==> src/rtl/oled_text_ctrl.sv <==
// Text-mode controller for an SPI OLED panel: power sequencing, init commands, glyph streaming.
// Define OLED_CLEAR_EN to add the clear_req input and the full-screen CLEAR state.
module oled_text_ctrl #(
    parameter int unsigned CLK_DIV   = 5,
    parameter int unsigned PAGES     = 4,
    parameter int unsigned COLS      = 128,
    parameter int unsigned GLYPH_W   = 8,
    parameter int unsigned PWR_DELAY = 2000000,
    parameter logic [7:0]  COM_CFG   = 8'h02,
    localparam int unsigned PW       = (PAGES > 1) ? $clog2(PAGES) : 1
) (
`ifdef OLED_CLEAR_EN
    input  logic          clear_req,
`endif
    input  logic          clock,
    input  logic          reset_n,
    output logic          oled_spi_clk,
    output logic          oled_spi_data,
    output logic          oled_vdd,
    output logic          oled_vbat,
    output logic          oled_reset_n,
    output logic          oled_dc_n,
    input  logic [6:0]    char_code,
    input  logic          char_valid,
    output logic          char_ready,
    output logic [6:0]    glyph_code,
    output logic [2:0]    glyph_col,
    input  logic [7:0]    glyph_byte,
    output logic          init_done,
    output logic [PW-1:0] cur_page,
    output logic [7:0]    cur_col
);

    localparam int unsigned DW   = (CLK_DIV > 1) ? $clog2(CLK_DIV) : 1;
    localparam int unsigned TW   = $clog2(PWR_DELAY + 1);
    localparam int unsigned IW   = $clog2(COLS + 4);
    localparam int unsigned NCMD = 12;

    typedef enum logic [3:0] {
        PWR, DLY, CMD, RST, VBAT, READY, ADDR, GLYPH
`ifdef OLED_CLEAR_EN
        , CLEAR
`endif
    } state_t;

    state_t         state, state_nxt;
    logic [3:0]     cmd_idx;
    logic [IW-1:0]  idx;
    logic [TW-1:0]  dly_cnt;
    logic           ready_q;
    logic [6:0]     code_q;

    logic           spi_busy, spi_done;
    logic [DW-1:0]  div_cnt;
    logic [3:0]     half_cnt;
    logic [7:0]     shreg;

    logic           spi_idle_c, spi_start_c, spi_dc_c;
    logic [7:0]     spi_byte_c;
    logic           dly_en_c, dly_done_c;
    logic           clear_go_c, accept_c, newline_c, col_wrap_c;
    logic [8:0]     col_sum_c;
    logic [PW-1:0]  page_inc_c;

`ifdef OLED_CLEAR_EN
    logic [PW-1:0]  clr_page;
    assign clear_go_c = (state == READY) && clear_req;
    assign char_ready = ready_q & ~clear_req;
`else
    assign clear_go_c = 1'b0;
    assign char_ready = ready_q;
`endif

    assign glyph_code = code_q;
    assign glyph_col  = idx[2:0];
    assign spi_idle_c = !spi_busy && !spi_done;
    assign accept_c   = (state == READY) && char_valid && ready_q && !clear_go_c;
    assign newline_c  = accept_c && (char_code == 7'h0A);
    assign col_sum_c  = {1'b0, cur_col} + 9'(GLYPH_W);
    assign col_wrap_c = col_sum_c > 9'(COLS - GLYPH_W);
    assign page_inc_c = (cur_page == PW'(PAGES - 1)) ? '0 : cur_page + PW'(1);
    assign dly_done_c = dly_en_c && (dly_cnt == TW'(PWR_DELAY - 1));

    // Panel init command table, walked by cmd_idx across the power sequence
    function automatic logic [7:0] init_cmd(input logic [3:0] i);
        case (i)
            4'd0:    return 8'hAE;
            4'd1:    return 8'h8D;
            4'd2:    return 8'h14;
            4'd3:    return 8'hD9;
            4'd4:    return 8'hF1;
            4'd5:    return 8'h81;
            4'd6:    return 8'hFF;
            4'd7:    return 8'hA0;
            4'd8:    return 8'hC0;
            4'd9:    return 8'hDA;
            4'd10:   return COM_CFG;
            default: return 8'hAF;
        endcase
    endfunction

    always_ff @(posedge clock or negedge reset_n) begin
        if (!reset_n) state <= PWR;
        else          state <= state_nxt;
    end

    always_comb begin
        state_nxt = state;
        case (state)
            PWR:   state_nxt = DLY;
            DLY:   if (dly_done_c) state_nxt = CMD;
            CMD: begin
                if (spi_done) begin
                    if (cmd_idx == 4'd0)                 state_nxt = RST;
                    else if (cmd_idx == 4'd4)            state_nxt = VBAT;
                    else if (cmd_idx == 4'(NCMD - 1))    state_nxt = READY;
                end
            end
            RST:   if (dly_done_c && idx != '0) state_nxt = CMD;
            VBAT:  if (dly_done_c) state_nxt = CMD;
            READY: begin
`ifdef OLED_CLEAR_EN
                if (clear_go_c) state_nxt = CLEAR;
                else
`endif
                if (accept_c && !newline_c) state_nxt = ADDR;
            end
            ADDR:  if (spi_done && idx == IW'(2)) state_nxt = GLYPH;
            GLYPH: if (spi_done && idx == IW'(GLYPH_W - 1)) state_nxt = READY;
`ifdef OLED_CLEAR_EN
            CLEAR: if (spi_done && idx == IW'(COLS + 2) && clr_page == PW'(PAGES - 1))
                       state_nxt = READY;
`endif
            default: state_nxt = PWR;
        endcase
    end

    // Byte source and delay enable for the current state
    always_comb begin
        spi_start_c = 1'b0;
        spi_byte_c  = 8'h00;
        spi_dc_c    = 1'b0;
        dly_en_c    = 1'b0;
        case (state)
            DLY, RST, VBAT: dly_en_c = 1'b1;
            CMD: begin
                spi_start_c = spi_idle_c;
                spi_byte_c  = init_cmd(cmd_idx);
            end
            ADDR: begin
                spi_start_c = spi_idle_c;
                if (idx == '0)           spi_byte_c = 8'hB0 | 8'(cur_page);
                else if (idx == IW'(1))  spi_byte_c = {4'h0, cur_col[3:0]};
                else                     spi_byte_c = {4'h1, cur_col[7:4]};
            end
            GLYPH: begin
                spi_start_c = spi_idle_c;
                spi_byte_c  = glyph_byte;
                spi_dc_c    = 1'b1;
            end
`ifdef OLED_CLEAR_EN
            CLEAR: begin
                spi_start_c = spi_idle_c;
                if (idx == '0)          spi_byte_c = 8'hB0 | 8'(clr_page);
                else if (idx == IW'(2)) spi_byte_c = 8'h10;
                else                    spi_byte_c = 8'h00;
                spi_dc_c = idx > IW'(2);
            end
`endif
            default: ;
        endcase
    end

    always_ff @(posedge clock or negedge reset_n) begin
        if (!reset_n) begin
            oled_vdd     <= 1'b1;
            oled_vbat    <= 1'b1;
            oled_reset_n <= 1'b1;
            init_done    <= 1'b0;
            ready_q      <= 1'b0;
            cur_page     <= '0;
            cur_col      <= '0;
            cmd_idx      <= '0;
            idx          <= '0;
            dly_cnt      <= '0;
            code_q       <= '0;
`ifdef OLED_CLEAR_EN
            clr_page     <= '0;
`endif
        end else begin
            dly_cnt      <= (dly_en_c && !dly_done_c) ? dly_cnt + TW'(1) : '0;
            ready_q      <= (state_nxt == READY) && !accept_c;
            oled_reset_n <= !(state == RST && idx == '0);
            if (state == PWR)          oled_vdd  <= 1'b0;
            if (state == VBAT)         oled_vbat <= 1'b0;
            if (state_nxt == READY)    init_done <= 1'b1;
            if (state == CMD && spi_done) cmd_idx <= cmd_idx + 4'd1;
            if (accept_c)              code_q    <= char_code;

            // idx: per-state byte / phase counter, cleared on every state change
            if (state_nxt != state)                idx <= '0;
            else if (state == RST && dly_done_c)   idx <= idx + IW'(1);
            else if (spi_done) begin
`ifdef OLED_CLEAR_EN
                if (state == CLEAR && idx == IW'(COLS + 2)) idx <= '0;
                else
`endif
                idx <= idx + IW'(1);
            end

            if (newline_c) begin
                cur_col  <= '0;
                cur_page <= page_inc_c;
            end else if (state == GLYPH && state_nxt == READY) begin
                if (col_wrap_c) begin
                    cur_col  <= '0;
                    cur_page <= page_inc_c;
                end else begin
                    cur_col  <= col_sum_c[7:0];
                end
            end
`ifdef OLED_CLEAR_EN
            else if (state == CLEAR && state_nxt == READY) begin
                cur_col  <= '0;
                cur_page <= '0;
            end
            if (state == READY)
                clr_page <= '0;
            else if (state == CLEAR && spi_done && idx == IW'(COLS + 2))
                clr_page <= clr_page + PW'(1);
`endif
        end
    end

    // SPI shifter: clock idles high, data moves on falling edges, 16 half-periods per byte
    always_ff @(posedge clock or negedge reset_n) begin
        if (!reset_n) begin
            spi_busy      <= 1'b0;
            spi_done      <= 1'b0;
            div_cnt       <= '0;
            half_cnt      <= '0;
            shreg         <= '0;
            oled_spi_clk  <= 1'b1;
            oled_spi_data <= 1'b0;
            oled_dc_n     <= 1'b0;
        end else begin
            spi_done <= 1'b0;
            if (spi_start_c) begin
                spi_busy      <= 1'b1;
                div_cnt       <= '0;
                half_cnt      <= '0;
                oled_spi_clk  <= 1'b0;
                oled_spi_data <= spi_byte_c[7];
                shreg         <= {spi_byte_c[6:0], 1'b0};
                oled_dc_n     <= spi_dc_c;
            end else if (spi_busy) begin
                if (div_cnt == DW'(CLK_DIV - 1)) begin
                    div_cnt <= '0;
                    if (half_cnt == 4'd15) begin
                        spi_busy     <= 1'b0;
                        spi_done     <= 1'b1;
                        oled_spi_clk <= 1'b1;
                    end else begin
                        half_cnt     <= half_cnt + 4'd1;
                        oled_spi_clk <= ~oled_spi_clk;
                        if (oled_spi_clk) begin
                            oled_spi_data <= shreg[7];
                            shreg         <= {shreg[6:0], 1'b0};
                        end
                    end
                end else begin
                    div_cnt <= div_cnt + DW'(1);
                end
            end
        end
    end

endmodule

==> config.mk <==
export PLATFORM = sky130hd
export DESIGN_NAME = oled_text_ctrl
export DESIGN_NICKNAME = d
export VERILOG_FILES = /design/src/rtl/oled_text_ctrl.sv
export SDC_FILE = /design/constraint.sdc
export NUM_CORES = 1
export LEC_CHECK = 0
export ABC_CLOCK_PERIOD_IN_PS = 2550
export CAP_MARGIN = 20
export CORE_MARGIN = 4
export CORE_UTILIZATION = 50
export CTS_CLUSTER_DIAMETER = 30
export DETAILED_ROUTE_END_ITERATION = 6
export DONT_BUFFER_PORTS = 1
export GPL_TIMING_DRIVEN = 0
export PLACE_DENSITY_LB_ADDON = 0.08
export SETUP_SLACK_MARGIN = 0.02
export SKIP_CTS_REPAIR_TIMING = 1
export SLEW_MARGIN = 5
export SYNTH_ARGS = -nofsm -noshare
export SYNTH_HDL_FRONTEND = slang
export SYNTH_SLANG_ARGS = --single-unit
export TNS_END_PERCENT = 20
==> constraint.sdc <==
create_clock -name clock -period 2.55 [get_ports clock]
set_clock_uncertainty 0.15 [all_clocks]
set_input_delay 0.3825 -clock clock [delete_from_list [all_inputs] [get_ports clock]]
set_output_delay 0.3825 -clock clock [all_outputs]
set_load 0.005 [all_outputs]
=== Word level (Yosys, flattened, before mapping) ===
Memories as Yosys holds them, arrays and structs flattened.
Index checks and enable logic that the tools add are counted.

* $add $sub $neg: 7
* Multiply operators: 0
* Div/mod/pow operators: 0
* Magnitude comparators: 1
* Equality and inequality tests: 20
* Shift-type cells: 0
* Multiplexer cells: 56
* Bitwise gates (word level): 1
* Reduce and logical (&&, ||, !) cells: 38

{| class="wikitable"
|+ Operators with widths
! cell !! count
|-
| $mux W8 || 12
|-
| $mux W4 || 13
|-
| $pmux W4 S7 || 1
|-
| $eq A4 B3 Y1 const B || 6
|-
| $pmux W8 S3 || 1
|-
| $add A21 B1 Y21 const B || 1
|-
| $eq A21 B21 Y1 const B || 1
|-
| $mux W21 || 1
|-
| $mux W1 || 20
|-
| $logic_and A1 B1 Y1 || 15
|-
| $reduce_bool A2 Y1 || 5
|-
| $add A8 B4 Y9 const B || 1
|-
| $gt A9 B7 Y1 const B || 1
|-
| $mux W3 || 3
|-
| $add A4 B1 Y4 const B || 2
|-
| $add A8 B1 Y8 const B || 1
|-
| $eq A4 B2 Y1 const B || 2
|-
| $eq A4 B4 Y1 const B || 2
|-
| $eq A8 B1 Y1 const B || 1
|-
| $eq A8 B2 Y1 const B || 1
|-
| $eq A8 B3 Y1 const B || 1
|-
| $logic_not A4 Y1 || 2
|-
| $logic_not A8 Y1 || 1
|-
| $mux W2 || 4
|-
| other kinds (18) || 25
|}

* Flip-flop bits (word level): 79
* Latch bits: 0
* Memory bits (writable): 0
* ROM bits: 128
* Input bits: 18
* Output and inout port bits: 28
* Memories kept: 1

{| class="wikitable"
|+ Memories
! memory !! words !! width !! read ports !! clocked after Yosys merged registers in !! write ports !! RTL line !! text
|-
| (name not given) || 16 || 8 || 1 || 0 || 0 || 86 || <nowiki>case (i)</nowiki>
|}

=== Depth between registers and ports, before layout ===
* Depth in word-level cells: 12
* Gate-level depth with buffers: 9

=== Worst setup path after synthesis ===
Ideal clock, no wire load.

* Kind: register -> register
* Start: register dly_cnt[0]
* End: register idx[6]
* Setup time: 88 ps
* Arrival time: 2251 ps
* Required time: 2312 ps
* Setup slack: 60 ps
* Stages on the path, launching flop included: 8
* Path buffers: 0
* Period minus slack after synthesis: 2490 ps
* Path through: dfrtp_1 -> ha_1 -> nand3_2 -> or3_1 -> o311a_1 -> or4_4 -> xor2_4 -> nor3_1

* Word-level cells in the longest chain between the ends: 7

{| class="wikitable"
|+ RTL lines
! element !! RTL line !! text
|-
| from (decl) || 49 || <nowiki>logic [TW-1:0] dly_cnt;</nowiki>
|-
| from (signal assigned) || 191 || <nowiki>dly_cnt <= (dly_en_c && !dly_done_c) ? dly_cnt + TW'(1) : '0;</nowiki>
|-
| $eq A21 B21 Y1 * || 82 || <nowiki>assign dly_done_c = dly_en_c && (dly_cnt == TW'(PWR_DELAY - 1));</nowiki>
|-
| $logic_and A1 B1 Y1 * || 82 ||
|-
| $logic_and A1 B1 Y1 || 119 || <nowiki>RST: if (dly_done_c && idx != '0) state_nxt = CMD;</nowiki>
|-
| $mux W4 || 119 ||
|-
| $pmux W4 S7 * || 109 || <nowiki>case (state)</nowiki>
|-
| named net state_nxt[0] || 46 || <nowiki>state_t state, state_nxt;</nowiki>
|-
| $ne A4 B4 Y1 * || 201 || <nowiki>if (state_nxt != state) idx <= '0;</nowiki>
|-
| $reduce_bool A3 Y1 (no source line) / $mux W8 (equally long branches) || -- ||
|-
| to (signal assigned) || 202 || <nowiki>else if (state == RST && dly_done_c) idx <= idx + IW'(1);</nowiki>
|-
| to (signal assigned) || 208 || <nowiki>idx <= idx + IW'(1);</nowiki>
|-
| to (decl) || 48 || <nowiki>logic [IW-1:0] idx;</nowiki>
|}

The timed path passes the listed nets; every way through them passes the cells marked *.
A chain may end at the register's enable or synchronous reset.

=== Final worst setup path ===
* Start: register dly_cnt[8]
* End: register idx[3]

Same word-level chain as after synthesis.

==> results.md <==
- DR WL/cell: 16.3 um
- Clock slew at reported path FFs: 0.08 ns
- Placed cells: 559
- Diode count: 0
- Startpoint Class: register
- Final core utilization: 0.592
- Post-Place Worst Slack: -0.237 ns
- CP Capture Type: register
- Clk pwr share: 0.367
- Max Cap Viol: 0
- Initial antenna violation count: 0
- CORE AREA: 8260 um^2
- Avg Inst Size Synth: 9.50 um^2
- Layout cells sized above 1: 0.169
- Switching part of the total power: 0.262
- P&R area growth vs syn: 14.1%
- Sequential share of power: 0.506
- Fmax: 377 MHz
- Die span in x: 101 um
- Final Non-Filler Cells: 579
- Routability cong.: 0.857
- Power Total: 2750 uW
- Clock latency at the later pin of the worst-skew pair: 0.34 ns
- Sequential fraction of the synthesis area: 0.439
- WS Path Type: register to register
- First drt pass iteration count: 4
- First-pass GRT wire length: 15400 um
- Max H-tree Level: 3
- Routed vias: 3338
- Fillers: 737
- DP HPWL: 6770 um
- Vias in the first global route: 3144
- Ports: 46
- CP max FO: 8
- Clock Path Buffers: 2
- Port Buffers: 0
- Area occupied by multi-input gates: 2380 um^2
- PD cells: 562 nW/um^2
- Internal: 2030 uW
- Mapped cell area: 4290 um^2
- YS warnings: 0
- Unrepaired setup endpoints after global routing: yes
- Fin crit period: 2.65 ns
- Max IR drop VDD: 320 uV
- Setup TNS: -0.605 ns
- Clk root buf: clkbuf_8
- TritonCTS clock tree: yes
- DRC violations left: 0
- Async S/R FF share, synth: 1.00
- Gate power share: 0.127
- Global Route Usage Sum: 0.192
- Post-DR vias/cell: 5.77
- Final setup fails: 8
- Initial Utilization: 0.519
- Layout Nets: 505
- Clock Sinks: 75
- Post-synth EDFFs: 0
- Die ar.: 10100 um^2
- Yosys reg bits: 75
- Worst Tran Pin Value: 0.800 ns
- Class of the worst hold path: primary input to register
- Total CTS buffers: 9
- Lkg Pwr: 0.00198 uW
- Distinct cells, synth: 63
- Largest net degree at the start of global routing: 76
- Worst EP arrival: 2.76 ns
- Status: finished, violations left
- Post-route clock period utilization: 1.04
- Chip Height: 101 um
- Slew headroom: 0.460
- DR iter-0 viols: 118
- Final Hold Fails: 0
- Worst path required time: 2.66 ns
- Post-route antenna net violation count: 0
- Violated checks: negative setup slack
- Final WL: 9420 um
- Main synth FF type: dfrtp_1
- Reg area: 1890 um^2
- Row count: 33
- Psw: 718 uW
- Slew Viols, Final: 0
- Gr ovfl total: 0
- Final WS setup: -0.101 ns
- Post-Syn Instances: 451
[cells in the mapped netlist, drive strengths merged, types with 4 or more instances]
master | number | area (um^2)
dfstp | 4 | 105
nor3b | 4 | 30.0
a21oi | 23 | 119
o22ai | 4 | 25.0
buf | 10 | 63.8
dfrtp | 71 | 1780
or4 | 4 | 33.8
clkbuf | 14 | 52.6
and3 | 5 | 31.3
xnor2 | 17 | 149
and4 | 4 | 35.0
nor4 | 5 | 31.3
o21ai | 21 | 105
ha | 17 | 213
nand2 | 30 | 113
nor3 | 17 | 85.1
inv | 20 | 75.1
mux2 | 12 | 135
nor2 | 48 | 180
or3 | 8 | 50.1
nand4 | 7 | 43.8
mux2i | 8 | 80.1
nand2b | 6 | 37.5
xor2 | 13 | 133
a31oi | 6 | 37.5
nand3 | 21 | 110
[power groups by stage]
| stage | combinational [uW] | sequential (uW) | clock (uW) |
|---|---|---|---|
| floorplan | 233 | 1380 | 0 |
| global placement | 268 | 1400 | 0 |
| detailed placement | 284 | 1410 | 0 |
| CTS | 285 | 1380 | 1040 |
| global route | 404 | 1410 | 1090 |
| finish | 349 | 1390 | 1010 |
[state kept, by name (all words and copies together) (netlist names), 3 cells and up]
signal,flops
dly_cnt,21
cur_col,5
shreg,7
idx,8
state,4
cmd_idx,4
half_cnt,4
glyph_code,7
div_cnt,3
[logic make-up (layout without fill, tap and decap cells)]
| logic type | Yosys count | in the layout | share of synthesized area |
|---|---|---|---|
| simple gates | 176 | 176 | 0.215 |
| compound gates | 87 | 87 | 0.133 |
| buf+inv | 44 | 64 | 0.0447 |
| fa+ha+maj | 18 | 18 | 0.0520 |
| xor+xnor | 30 | 30 | 0.0657 |
| mux | 20 | 20 | 0.0502 |
| flops | 75 | 75 | 0.439 |
| other cells | 1 | 4 | 0.000875 |
[layout make-up]
class | count | area share
buffer | 23 | 0.0251
clock buffer | 11 | 0.0289
clock inverter | 4 | 0.0151
inverter | 20 | 0.0154
multi-input combinational | 335 | 0.486
sequential | 75 | 0.386
tap | 105 | 0.0269
timing repair buffer | 6 | 0.0164
[stage by stage]
step / instance area [um^2] / hold slack (ns)
2_1_floorplan: 4300 / -0.0631
3_3_place_gp: 4430 / -0.0609
3_5_place_dp: 4430 / -0.0613
4_1_cts: 4640 / -0.444
5_1_grt: 4890 / 0.0162
6_report: 4890 / 0.0396
[cells in the final DEF, fill, tap and decap left out, types with 8 or more instances in the layout]
master    count
mux2_2       12
nor2_1       46
xor2_1       12
ha_1         14
nor3_1        8
inv_1        20
dfrtp_1      67
o21ai_0      21
nand3_1      19
buf_4         9
a21oi_1      21
xnor2_1      17
mux2i_1       8
nand2_1      30
clkbuf_8     10
clkbuf_1     11
[per-layer routing]
| metal | global-route usage | vias to the layer above | share of wire |
|---|---|---|---|
| li1 | - | 1652 | - |
| met1 | 0.272 | 1611 | 0.48 |
| met5 | 0 | - | 0 |
| met4 | 0.0539 | 0 | 0.0091 |
| met2 | 0.292 | 68 | 0.46 |
| met3 | 0.0491 | 7 | 0.051 |
[worst max-delay path, cell delays in order (launching register included)]
cell     delay (ns)
dfrtp_2        0.46
nor4_4         0.31
nand4_1        0.19
o311a_1        0.37
or4_4          0.57
xor2_4         0.18
buf_12         0.15
nor3_2         0.18
[path summary, 6_finish.rpt]
check / from / slack [ns] / endpoint / depth (start not counted)
worst max-delay path: dly_cnt[8] / -0.10 / idx[3] / 7
worst min-delay path: char_code[3] / 0.04 / glyph_code[3] / 1
worst max register to register: dly_cnt[8] / -0.10 / idx[3] / 7
worst min register to register: oled_vbat / 0.33 / oled_vbat / 1
max in group asynchronous: reset_n / 1.46 / oled_vdd / 2
min in group asynchronous: reset_n / 0.41 / cmd_idx[0] / 2
No activity file was read; power rests on OpenSTA's default activity.
